[src/rtl/mult_share_arbiter.sv]
// mult_share_arbiter
//   Shares one signed coefficient x sample multiplier among N_REQ requesters.
//   A round-robin arbiter accepts at most one request per cycle. The accepted
//   request enters a non-stalling multiply/shift pipeline. After exactly LAT
//   cycles the result returns with a one-hot tag that names its owner.
//
//   Build option: define MULT_SAT_EN to saturate the shifted product to the
//   D_W signed range. Without it, the low D_W bits are kept (two's-complement
//   wrap).
//
// Ports
//   i_clk        clock
//   i_rst        synchronous active-high reset
//   i_req_valid  [N_REQ]      request valid per requester
//   o_req_ready  [N_REQ]      one-hot grant (combinational), 0 while i_rst
//   i_req_coef   [N_REQ*C_W]  packed signed coefficients, req i at [i*C_W +: C_W]
//   i_req_data   [N_REQ*D_W]  packed signed samples, req i at [i*D_W +: D_W]
//   o_rsp_valid  [N_REQ]      one-hot, one-cycle result owner
//   o_rsp_data   [D_W]        signed result, 0 when o_rsp_valid == 0
//   o_busy                    any pipeline stage holds a valid entry
module mult_share_arbiter #(
   parameter int N_REQ = 4,
   parameter int C_W   = 32,
   parameter int D_W   = 16,
   parameter int SHIFT = 30,
   parameter int LAT   = 2
) (
   input  logic                   i_clk,
   input  logic                   i_rst,
   input  logic [N_REQ-1:0]       i_req_valid,
   output logic [N_REQ-1:0]       o_req_ready,
   input  logic [N_REQ*C_W-1:0]   i_req_coef,
   input  logic [N_REQ*D_W-1:0]   i_req_data,
   output logic [N_REQ-1:0]       o_rsp_valid,
   output logic [D_W-1:0]         o_rsp_data,
   output logic                   o_busy
);

   localparam int PW  = (N_REQ > 1) ? $clog2(N_REQ) : 1;
   localparam int P_W = C_W + D_W;

   logic [PW-1:0]         r_ptr;
   logic [LAT:1]          r_vld_pipe;
   logic signed [C_W-1:0] r_coef;
   logic signed [D_W-1:0] r_data;
   logic [N_REQ-1:0]      r_tag;

   logic [N_REQ-1:0]      w_grant;
   logic [PW-1:0]         w_gidx;
   logic [PW:0]           w_idx;
   logic                  w_found;
   logic                  w_acc;
   logic signed [C_W-1:0] w_coef;
   logic signed [D_W-1:0] w_data;
   logic signed [P_W-1:0] w_prod;
   logic signed [P_W-1:0] w_shf;
   logic [D_W-1:0]        w_res;
   logic [D_W-1:0]        w_out_data;
   logic [N_REQ-1:0]      w_out_tag;

   // Round-robin search. Start at the pointer and wrap modulo N_REQ.
   always_comb begin
      w_grant = '0;
      w_gidx  = '0;
      w_found = 1'b0;
      w_idx   = '0;
      for (int k = 0; k < N_REQ; k++) begin
         w_idx = {1'b0, r_ptr} + (PW+1)'(k);
         if (w_idx >= (PW+1)'(N_REQ))
            w_idx = w_idx - (PW+1)'(N_REQ);
         if (!w_found && i_req_valid[w_idx[PW-1:0]]) begin
            w_found = 1'b1;
            w_gidx  = w_idx[PW-1:0];
         end
      end
      if (w_found && !i_rst)
         w_grant[w_gidx] = 1'b1;
   end

   assign w_acc       = w_found && !i_rst;
   assign o_req_ready = w_grant;

   // Operand mux, driven by the one-hot grant.
   always_comb begin
      w_coef = '0;
      w_data = '0;
      for (int i = 0; i < N_REQ; i++) begin
         if (w_grant[i]) begin
            w_coef = i_req_coef[i*C_W +: C_W];
            w_data = i_req_data[i*D_W +: D_W];
         end
      end
   end

   always_ff @(posedge i_clk) begin
      if (i_rst) begin
         r_ptr      <= '0;
         r_vld_pipe <= '0;
      end else begin
         r_vld_pipe[1] <= w_acc;
         for (int s = 2; s <= LAT; s++)
            r_vld_pipe[s] <= r_vld_pipe[s-1];
         if (w_acc)
            r_ptr <= (w_gidx == PW'(N_REQ-1)) ? '0 : w_gidx + 1'b1;
      end
   end

   // The datapath has no reset. The valid pipe masks stale contents.
   always_ff @(posedge i_clk) begin
      if (w_acc) begin
         r_coef <= w_coef;
         r_data <= w_data;
         r_tag  <= w_grant;
      end
   end

   assign w_prod = $signed({{D_W{r_coef[C_W-1]}}, r_coef}) *
                   $signed({{C_W{r_data[D_W-1]}}, r_data});
   assign w_shf  = w_prod >>> SHIFT;   // floor toward -inf

`ifdef MULT_SAT_EN
   localparam logic signed [P_W-1:0] SAT_MAX = {{(P_W-D_W+1){1'b0}}, {(D_W-1){1'b1}}};
   localparam logic signed [P_W-1:0] SAT_MIN = {{(P_W-D_W+1){1'b1}}, {(D_W-1){1'b0}}};
   always_comb begin
      if (w_shf > SAT_MAX)      w_res = SAT_MAX[D_W-1:0];
      else if (w_shf < SAT_MIN) w_res = SAT_MIN[D_W-1:0];
      else                      w_res = w_shf[D_W-1:0];
   end
`else
   logic [P_W-D_W-1:0] w_unused_hi;
   assign w_unused_hi = w_shf[P_W-1:D_W];
   assign w_res       = w_shf[D_W-1:0];
`endif

   // Pad to LAT. With LAT == 1, the result comes combinationally from stage 1.
   if (LAT == 1) begin : g_lat1
      assign w_out_data = w_res;
      assign w_out_tag  = r_tag;
   end else begin : g_latn
      logic [LAT:2][D_W-1:0]   r_res;
      logic [LAT:2][N_REQ-1:0] r_tagp;
      always_ff @(posedge i_clk) begin
         r_res[2]  <= w_res;
         r_tagp[2] <= r_tag;
         for (int s = 3; s <= LAT; s++) begin
            r_res[s]  <= r_res[s-1];
            r_tagp[s] <= r_tagp[s-1];
         end
      end
      assign w_out_data = r_res[LAT];
      assign w_out_tag  = r_tagp[LAT];
   end

   assign o_rsp_valid = r_vld_pipe[LAT] ? w_out_tag  : '0;
   assign o_rsp_data  = r_vld_pipe[LAT] ? w_out_data : '0;
   assign o_busy      = |r_vld_pipe;

endmodule

[config.mk]
export PLATFORM = sky130hd
export DESIGN_NAME = mult_share_arbiter
export DESIGN_NICKNAME = d
export VERILOG_FILES = /design/src/rtl/mult_share_arbiter.sv
export SDC_FILE = /design/constraint.sdc
export NUM_CORES = 1
export LEC_CHECK = 0
export ABC_AREA = 1
export ABC_CLOCK_PERIOD_IN_PS = 7300
export CORE_MARGIN = 5
export CORE_UTILIZATION = 60
export CTS_CLUSTER_DIAMETER = 200
export DETAILED_ROUTE_END_ITERATION = 8
export HOLD_SLACK_MARGIN = 0.03
export PLACE_DENSITY = 0.83
export SLEW_MARGIN = 5
export SYNTH_ARGS = -nofsm -noshare
export SYNTH_HDL_FRONTEND = slang
export SYNTH_SLANG_ARGS = --single-unit
[constraint.sdc]
create_clock -name i_clk -period 7.3 [get_ports i_clk]
set_clock_uncertainty 0.05 [all_clocks]
set_input_delay 1.46 -clock i_clk [delete_from_list [all_inputs] [get_ports i_clk]]
set_output_delay 1.46 -clock i_clk [all_outputs]
set_load 0.01 [all_outputs]
==> Word-level counts from Yosys, hierarchy flattened <==
Cells that the tools add are included.
{ "word_totals": {"reg_bits": 76, "out_inout_bits": 25, "elab_cells": 71} }
{ "classes": {"addsub": 8, "multipliers": 1, "magnitude_cmp": 10, "eq_ne": 1, "n_mux": 34, "n_reduce_logical": 10} }
{ "op_table": {"columns": ["op", "n"], "rows": [
  ["32-bit 2-to-1 mux", 4],
  ["16-bit 2-to-1 mux", 5],
  ["32-bit by 16-bit multiplier with 46-bit output", 1],
  ["2-bit 2-to-1 mux", 9],
  ["2-bit by 3-bit less-than comparator with 1-bit output, second input constant", 5],
  ["3-bit >= comparator, second input constant", 3],
  ["1-bit 2-to-1 mux", 9],
  ["1-bit binary-select mux with 2-bit select", 4],
  ["4-bit 2-to-1 mux", 2],
  ["2-bit by 1-bit subtractor with 2-bit output, second input constant", 4],
  ["2-bit by 2-bit adder with 3-bit output, second input constant", 2],
  ["1-bit logical AND", 5],
  ["1-bit zero test", 4],
  ["2-bit by 1-bit adder with 3-bit output, second input constant", 1],
  ["2-bit by 3-bit >= comparator with 1-bit output, second input constant", 1],
  ["2-bit by 1-bit adder with 2-bit output, second input constant", 1],
  ["1-bit demux with 2-bit select", 1],
  ["2-bit equality test, second input constant", 1],
  ["2-bit by 1-bit >= comparator with 1-bit output, second input constant", 1],
  ["2-bit OR reduction", 1]
]} }

==> Logic depth before layout (Yosys ltp) <==
Gate-level depths: netlist of the first run.
{ "depth": {"ltp_word": 23, "depth_mapped": 29, "depth_no_buf": 27} }

==> Worst setup path after synthesis of the first run <==
No wires, ideal clock.
{ "synth_timing": {"path_type": "register -> register", "startpoint": "register r_coef[30]", "endpoint": "register g_latn.r_res[13] (netlist name)", "t_arrival_ns": 5.447, "required_ns": 7.138, "path_slack_ns": 1.691, "stages_incl_launch_ff": 24, "n_path_buf": 2, "period_less_slack_ns": 5.609, "path_cell_list": "edfxtp_1 -> clkbuf_1 -> clkbuf_1 -> nand2_1 -> fa_1 -> inv_1 -> fa_1 -> inv_1 -> fa_1 -> inv_1 -> fa_1 -> fa_1 -> inv_1 -> fa_1 -> inv_1 -> ha_1 -> nand2_1 -> nor2_1 -> nand2_1 -> nor4_1 -> nand3_1 -> or2_2 -> nand3_1 -> nand2_1"} }
{ "synth_between": {"elab_chain_len": 1} }
{ "synth_rtl": {"columns": ["item", "line_no", "source"], "rows": [
  ["start, declared", "44", "logic signed [C_W-1:0] r_coef;"],
  ["start signal, assigned", "111", "r_coef <= w_coef;"],
  ["32-bit by 16-bit multiplier with 46-bit output", "117", "assign w_prod = $signed({{D_W{r_coef[C_W-1]}}, r_coef}) *"],
  ["via w_prod[43]", "55", "logic signed [P_W-1:0] w_prod;"],
  ["end signal, assigned by index", "146", "r_res[s] <= r_res[s-1];"],
  ["end, declared", "140", "logic [LAT:2][D_W-1:0] r_res;"]
]} }
The timed path passes the listed nets, and every way through them passes these cells.
A chain may end at the register's enable or synchronous reset.

==> Worst setup path after layout of the first run <==
{ "layout_timing": {"startpoint": "register r_data[2]", "endpoint": "register g_latn.r_res[15] (netlist name)"} }
{ "layout_between": {"elab_chain_len": 1} }
{ "layout_rtl": {"columns": ["item", "line_no", "source"], "rows": [
  ["start, declared", "45", "logic signed [D_W-1:0] r_data;"],
  ["start signal, assigned", "112", "r_data <= w_data;"],
  ["32-bit by 16-bit multiplier with 46-bit output", "117", null],
  ["via w_prod[45]", "55", null]
]} }
The timed path passes the listed nets, and every way through them passes these cells.

==> summary.txt, run 1 <==
First-pass GRT wire length - 110.6 mm
GPL Wtd Cong - 0.9402
Origin of the critical flop-to-flop path - r_data[2]
FILL cells - 3,212
HPWL after DPL - 53.96 mm
CTS H-tree depth - 3
Max_cap viols - 0
Area grow syn2layout - 11.15%
Worst skew pair latency - 370 ps
FP Rows - 72
Grt total ovfl - 0
Worst path cell trace - nand2_1, inv_1, fa_1, fa_1, inv_1, fa_1, inv_1, fa_1, inv_1, fa_1, inv_1, fa_1, ha_1, nand2_1, nor3_1, nand2_1, nor2_1, nand3_1, nor2_1, nor2_1, nand3_1, nand2_1
Core box area - 38,740 um^2
Initial antenna violation count - 0
# port buffers - 222
Maximum fanout along the worst path - 32
Fin area - 26,200 um^2
CP startpoint kind - register
Synth Instances - 3,234
Crit end category - register
DP Cell Count - 3,821
Setup_tns - 0 ps
Cell mode on critical path - fa_1
Tcrit/Tclk final - 95.13%
Tmin final - 6945 ps
CP required - 7520 ps
Clock buffer depth - 2
Fin. Hold Viols - 0
Top-level I/O count - 223
Clk sink count - 76
Crit path from - r_data[2]
Synth unique cells - 34
Status - finished, final reports clean
DP Area - 25,840 um^2
Ys async rst share - 0%
Upper clock frequency limit - 144.0 MHz
Max Transition Viols Final - 0
Worst Max-Slew Pin Slew - 1387 ps
Flop and latch count out of synthesis - 76
DRT Pass-1 Iters - 6
Synth warn - 0
Area of the multi-input gates - 17,120 um^2
Chip height - 208.2 um
Antenna-violating nets left - 0
Setup CP Type - register to register
Starting Density - 60.84%
Count of final setup violators - 0
Buf/Inv on CP - 5
Worst-path clk slew - 60 ps
Die width - 208.2 um
Via density - 5.390
Syn Nets - 4,015
Max incr delay on CP - 1270 ps
Mean Syn Cell Area - 7.288 um^2
Crit-path slowest cell - edfxtp_1
Hold path start - r_tag[0]
CTS tree - yes
Arrival @ worst endpoint - 7160 ps
TritonCTS Buffers - 9
Cell family with most CP delay - adder cells
Post-layout util - 67.63%
Final-stage net count - 4,097
Die area - 43,350 um^2
Post-CTS sizing - 0
First DRT Iteration DRCs - 1,600
Final wirelength - 66.29 mm
Register area share after synthesis - 8.664%
Layout cells sized above 1 - 2.078%
Post-route insts no fill - 3,839
Prevailing post-synth register cell - edfxtp_1
Total global-route track usage - 31.34%
Slew headroom - 7.517%
Buffer type at the clock tree root - clkbuf_16
Hold Crit Class - register to register
Register Area - 2042 um^2
Cell Area, Synth - 23,570 um^2
DR DRC count - 0
Post-synth EDFFs - 52
Number of diodes - 0
RSZ-0062 raised after global routing - no
Vias in the first global route - 22,630
Largest net degree at the start of global routing - 126
Via count - 20,690
DR WL/cell - 17.27 um
-- per-layer routing --
| layer | global-route usage [%] | vias to the layer above | share of wire [%] |
|---|---|---|---|
| met5 | 0 | - | 0 |
| met4 | 15.52 | 0 | 5.7 |
| met3 | 5.016 | 300 | 6.7 |
| met2 | 55.07 | 869 | 50 |
| met1 | 37.57 | 10060 | 37 |
| li1 | - | 9465 | - |
-- cell families after synthesis --
kind of cell / share of synthesized area, %
adders and majority gates: 45.95
buffers and inverters: 18.76
DFF: 8.664
xor gates and xnor gates: 0.7061
and+or+nand+nor: 21.85
AOI/OAI and AO/OA: 4.077
-- cell usage in the layout (no fill, tap or decap), types with 47 or more instances in the layout --
| cell | count |
|---|---|
| nand4_1 | 159 |
| nand2_1 | 823 |
| a21oi_1 | 101 |
| nor2_1 | 198 |
| o21ai_0 | 47 |
| fa_1 | 471 |
| clkdlybuf4s50_1 | 222 |
| inv_1 | 964 |
| edfxtp_1 | 52 |
| ha_1 | 111 |
-- per-stage QoR --
step,hold slack (ps),worst slack [ps]
6_report,294.8,355.3
5_1_grt,300.6,23.91
4_1_cts,293.3,415.5
3_5_place_dp,279.3,448.6
3_3_place_gp,277.2,598.8
2_1_floorplan,273.3,1691
-- Yosys cell counts (2+ instances only) --
| library cell | count | area [um^2] |
|---|---|---|
| buf_1 | 7 | 26.28 |
| buf_4 | 3 | 22.52 |
| nor3_1 | 9 | 45.04 |
| o21ai_0 | 47 | 235.2 |
| o21bai_1 | 6 | 45.04 |
| nand2_1 | 823 | 3089 |
| or2_2 | 10 | 62.56 |
| nor2_1 | 198 | 743.2 |
| nand3_2 | 2 | 20.02 |
| xor2_1 | 10 | 87.58 |
| edfxtp_1 | 52 | 1562 |
| inv_1 | 965 | 3622 |
| a21oi_1 | 101 | 505.5 |
| dfxtp_1 | 24 | 480.5 |
| nand4_1 | 159 | 994.7 |
| a21boi_0 | 3 | 22.52 |
| buf_6 | 13 | 146.4 |
| clkbuf_1 | 137 | 514.2 |
| fa_1 | 471 | 9429 |
| a21oi_2 | 10 | 87.58 |
| buf_2 | 17 | 85.08 |
| a21o_1 | 7 | 52.55 |
| ha_1 | 112 | 1401 |
| xnor2_1 | 9 | 78.83 |
| nand3_1 | 30 | 150.1 |
-- worst paths after layout --
path	endpoint	slack, ps	cells past startpoint
setup / recovery	g_latn.r_res[15]	360	22
hold / removal	g_latn.r_tagp[0]	290	0
setup reg to reg	g_latn.r_res[15]	360	22
hold reg to reg	g_latn.r_tagp[0]	290	0
-- worst reg2reg max path: stages, from the launching register on --
cell	delay, ps
edfxtp_1	1270
nand2_1	240
inv_1	150
fa_1	490
fa_1	600
inv_1	190
fa_1	530
inv_1	60
fa_1	530
inv_1	50
fa_1	480
inv_1	50
fa_1	440
ha_1	390
nand2_1	150
nor3_1	290
nand2_1	170
nor2_1	190
nand3_1	90
nor2_1	240
nor2_1	110
nand3_1	70
nand2_1	50
-- sequential cells by signal, summed over array words and instances, names as in the netlist --
name	flops
r_ptr	2
r_data	16
g_latn.r_tagp	4
r_coef	32
g_latn.r_res	16
r_vld_pipe	2
r_tag	4
-- layout make-up --
type | instances | share of cell area, %
clock inverters | 6 | 0.3343
multi-input cells | 2015 | 65.34
well taps | 518 | 2.474
repair buffers | 248 | 9.333
inverters | 966 | 13.85
clock buffers | 10 | 0.8741
flip-flops and latches | 76 | 7.795
-- repair_timing --
action	CTS	global route
endpoints found under the hold margin	0	0
setup endpoints to repair	0	1
hold buffers	0	0
setup buffers	0	1
Power of run 1 is not shown: default switching activity piles up to over one toggle a cycle in this logic, so the estimate is an artifact.
==> inputs of run 2 (changes only) <==
ABC_CLOCK_PERIOD_IN_PS = unset   (was 7300)
CORE_UTILIZATION = 41   (was 60)
PLACE_DENSITY = unset   (was 0.83)
==> run 2 against run 1 <==
Effect of this change: non-clock buffer count rose by 4; setup slack improved by 220 ps; routed wire length rose by 2.7%; maximum frequency rose by 3.3%; register-to-register slack improved by 220 ps; die area rose by 44%; global-route usage fell by 8.9 points; count of clock-buffer cells in the layout fell by 1; final cell count rose by 6.4%; critical path type unchanged.
==> summary.txt, run 2 (same netlist as run 1, synthesis figures left out) <==
Worst path cell trace - nand2_1, inv_1, fa_1, fa_1, inv_1, fa_1, inv_1, fa_1, inv_1, fa_1, inv_1, fa_1, ha_1, nand2_1, nor3_1, nand2_1, nor2_1, nand3_1, nor2_1, nor2_1, nand3_1, nand2_1 (unchanged)
Crit-path slowest cell - edfxtp_1 (unchanged)
Total global-route track usage - 22.44% (was 31.34%)
Max FFs per register - 32 (unchanged)
Post-cts hold buffer count - 0 (unchanged)
First-pass GRT wire length - 112.4 mm (was 110.6 mm)
Status - finished, final reports clean (unchanged)
Worst Max-Slew Pin Slew - 1076 ps (was 1387 ps)
Upper clock frequency limit - 148.8 MHz (was 144.0 MHz)
Count of final setup violators - 0 (unchanged)
Reg2reg end - g_latn.r_res[15] (unchanged)
CTS H-tree depth - 3 (unchanged)
Maximum fanout along the worst path - 20 (was 32)
Crit end category - register (unchanged)
Setup CP Type - register to register (unchanged)
Final wirelength - 68.06 mm (was 66.29 mm)
DR DRC count - 0 (unchanged)
Via count - 19,750 (was 20,690)
GPL Wtd Cong - 0.8897 (was 0.9402)
Area grow syn2layout - 12.40% (was 11.15%)
Max_cap viols - 0 (unchanged)
CP startpoint kind - register (unchanged)
CP required - 7520 ps (about the same)
Worst-path clk slew - 70 ps (was 60 ps)
Initial antenna violation count - 4 (was 0)
TritonCTS Buffers - 9 (unchanged)
Core box area - 56,710 um^2 (was 38,740 um^2)
Post-CTS sizing - 0 (unchanged)
Hold Path Cell Cnt - 0 (unchanged)
Hold path start - r_tag[1] (was r_tag[0])
Chip height - 249.8 um (was 208.2 um)
Layout cells sized above 1 - 2.256% (was 2.078%)
Max Transition Viols Final - 0 (unchanged)
Tcrit/Tclk final - 92.06% (was 95.13%)
RSZ-0062 raised after global routing - no (unchanged)
Post-CTS Setup Bufs - 0 (unchanged)
Most frequent cells in the layout - inv_1 (964), nand2_1 (823), fa_1 (471), clkdlybuf4s50_1 (222), nor2_1 (198) (unchanged)
Cell family with most CP delay - adder cells (unchanged)
Cell mode on critical path - fa_1 (unchanged)
Hold Crit Class - register to register (unchanged)
Min Hold Slack - 290.5 ps (was 294.8 ps)
Top-level I/O count - 223 (unchanged)
Reg2reg path depth - 22 (unchanged)
Final-stage net count - 4,101 (was 4,097)
Worst skew pair latency - 380 ps (was 370 ps)
Fin. Hold Viols - 0 (unchanged)
Origin of the critical flop-to-flop path - r_data[2] (unchanged)
Buf/Inv on CP - 5 (unchanged)
Largest net degree at the start of global routing - 106 (was 126)
DP Area - 26,200 um^2 (was 25,840 um^2)
HPWL after DPL - 54.50 mm (was 53.96 mm)
Most common cell after layout, fill and taps aside - inv_1 (unchanged)
Clk sink count - 76 (unchanged)
R2R Setup Slk - 580 ps (was 360 ps)
Setup_tns - 0 ps (unchanged)
Starting Density - 41.56% (was 60.84%)
Max incr delay on CP - 980 ps (was 1270 ps)
Die width - 249.8 um (was 208.2 um)
Die area - 62,380 um^2 (was 43,350 um^2)
Largest Register - r_coef (unchanged)
# port buffers - 222 (unchanged)
First DRT Iteration DRCs - 1,213 (was 1,600)
Vias in the first global route - 20,750 (was 22,630)
Fin area - 26,490 um^2 (was 26,200 um^2)
Grt total ovfl - 0 (unchanged)
Arrival @ worst endpoint - 6940 ps (was 7160 ps)
Buffer type at the clock tree root - clkbuf_16 (unchanged)
Worst hold path endpoint - g_latn.r_tagp[1] (was g_latn.r_tagp[0])
CTS tree - yes (unchanged)
Clock buffer depth - 2 (unchanged)
Slew headroom - 28.26% (was 7.517%)
Top flop regs - r_coef: 32 flops, g_latn.r_res: 16 flops, r_data: 16 flops (unchanged)
FP Rows - 87 (was 72)
Tmin final - 6721 ps (was 6945 ps)
Via density - 4.836 (was 5.390)
Antenna-violating nets left - 0 (unchanged)
Crit path from - r_data[2] (unchanged)
DRT Pass-1 Iters - 5 (was 6)
DR WL/cell - 16.67 um (was 17.27 um)
==> run 2: cell count changes in the layout (fill, tap and decap cells not counted), sizes merged <==
cell,before,now
buf,26,30
bufinv,2,0
clkbuf,10,9
clkinv,3,0
clkinvlp,0,1
diode,0,2
inv,967,972
==> run 2: area by class of cell <==
type / count / area, um^2
clock inverter: 7 / 65.06
inverter: 966 / 3628
fill: 5807 / 30220
timing repair buffer: 252 / 2460
sequential: 76 / 2042
antenna: 2 / 5.005
clock buffer: 9 / 225.2
multi-input combinational: 2015 / 17120
tap: 756 / 945.9
==> run 2: how the worst max path moves through the flow <==
stage,end,slack [ps],cells past startpoint
detailed placement,g_latn.r_res[15],710,22
finish,g_latn.r_res[15],580,22
CTS,g_latn.r_res[15],720,22
floorplan,g_latn.r_res[13],1690,23
global route,g_latn.r_res[15],320,22
global placement,g_latn.r_res[15],790,22
==> run 2: stage by stage <==
stage          std cells  util (%)  setup slack, ps
6_report            4083     46.71            579.3
5_1_grt             4083     46.71            315.9
4_1_cts             4081     46.70            716.2
3_5_place_dp        4065     46.19            714.8
3_3_place_gp        4065     46.19            788.3
2_1_floorplan       3234         -             1691
==> run 2: per-layer routing <==
metal / track usage [%] / part of all wire [%] / up-vias
met4: 6.366 / 2.8 / 4
met2: 40.01 / 51 / 464
met3: 2.842 / 5.0 / 103
met5: 0 / 0.050 / -
li1: - / - / 9468
met1: 28.72 / 41 / 9708
Power of run 2 is left out for the same reason.
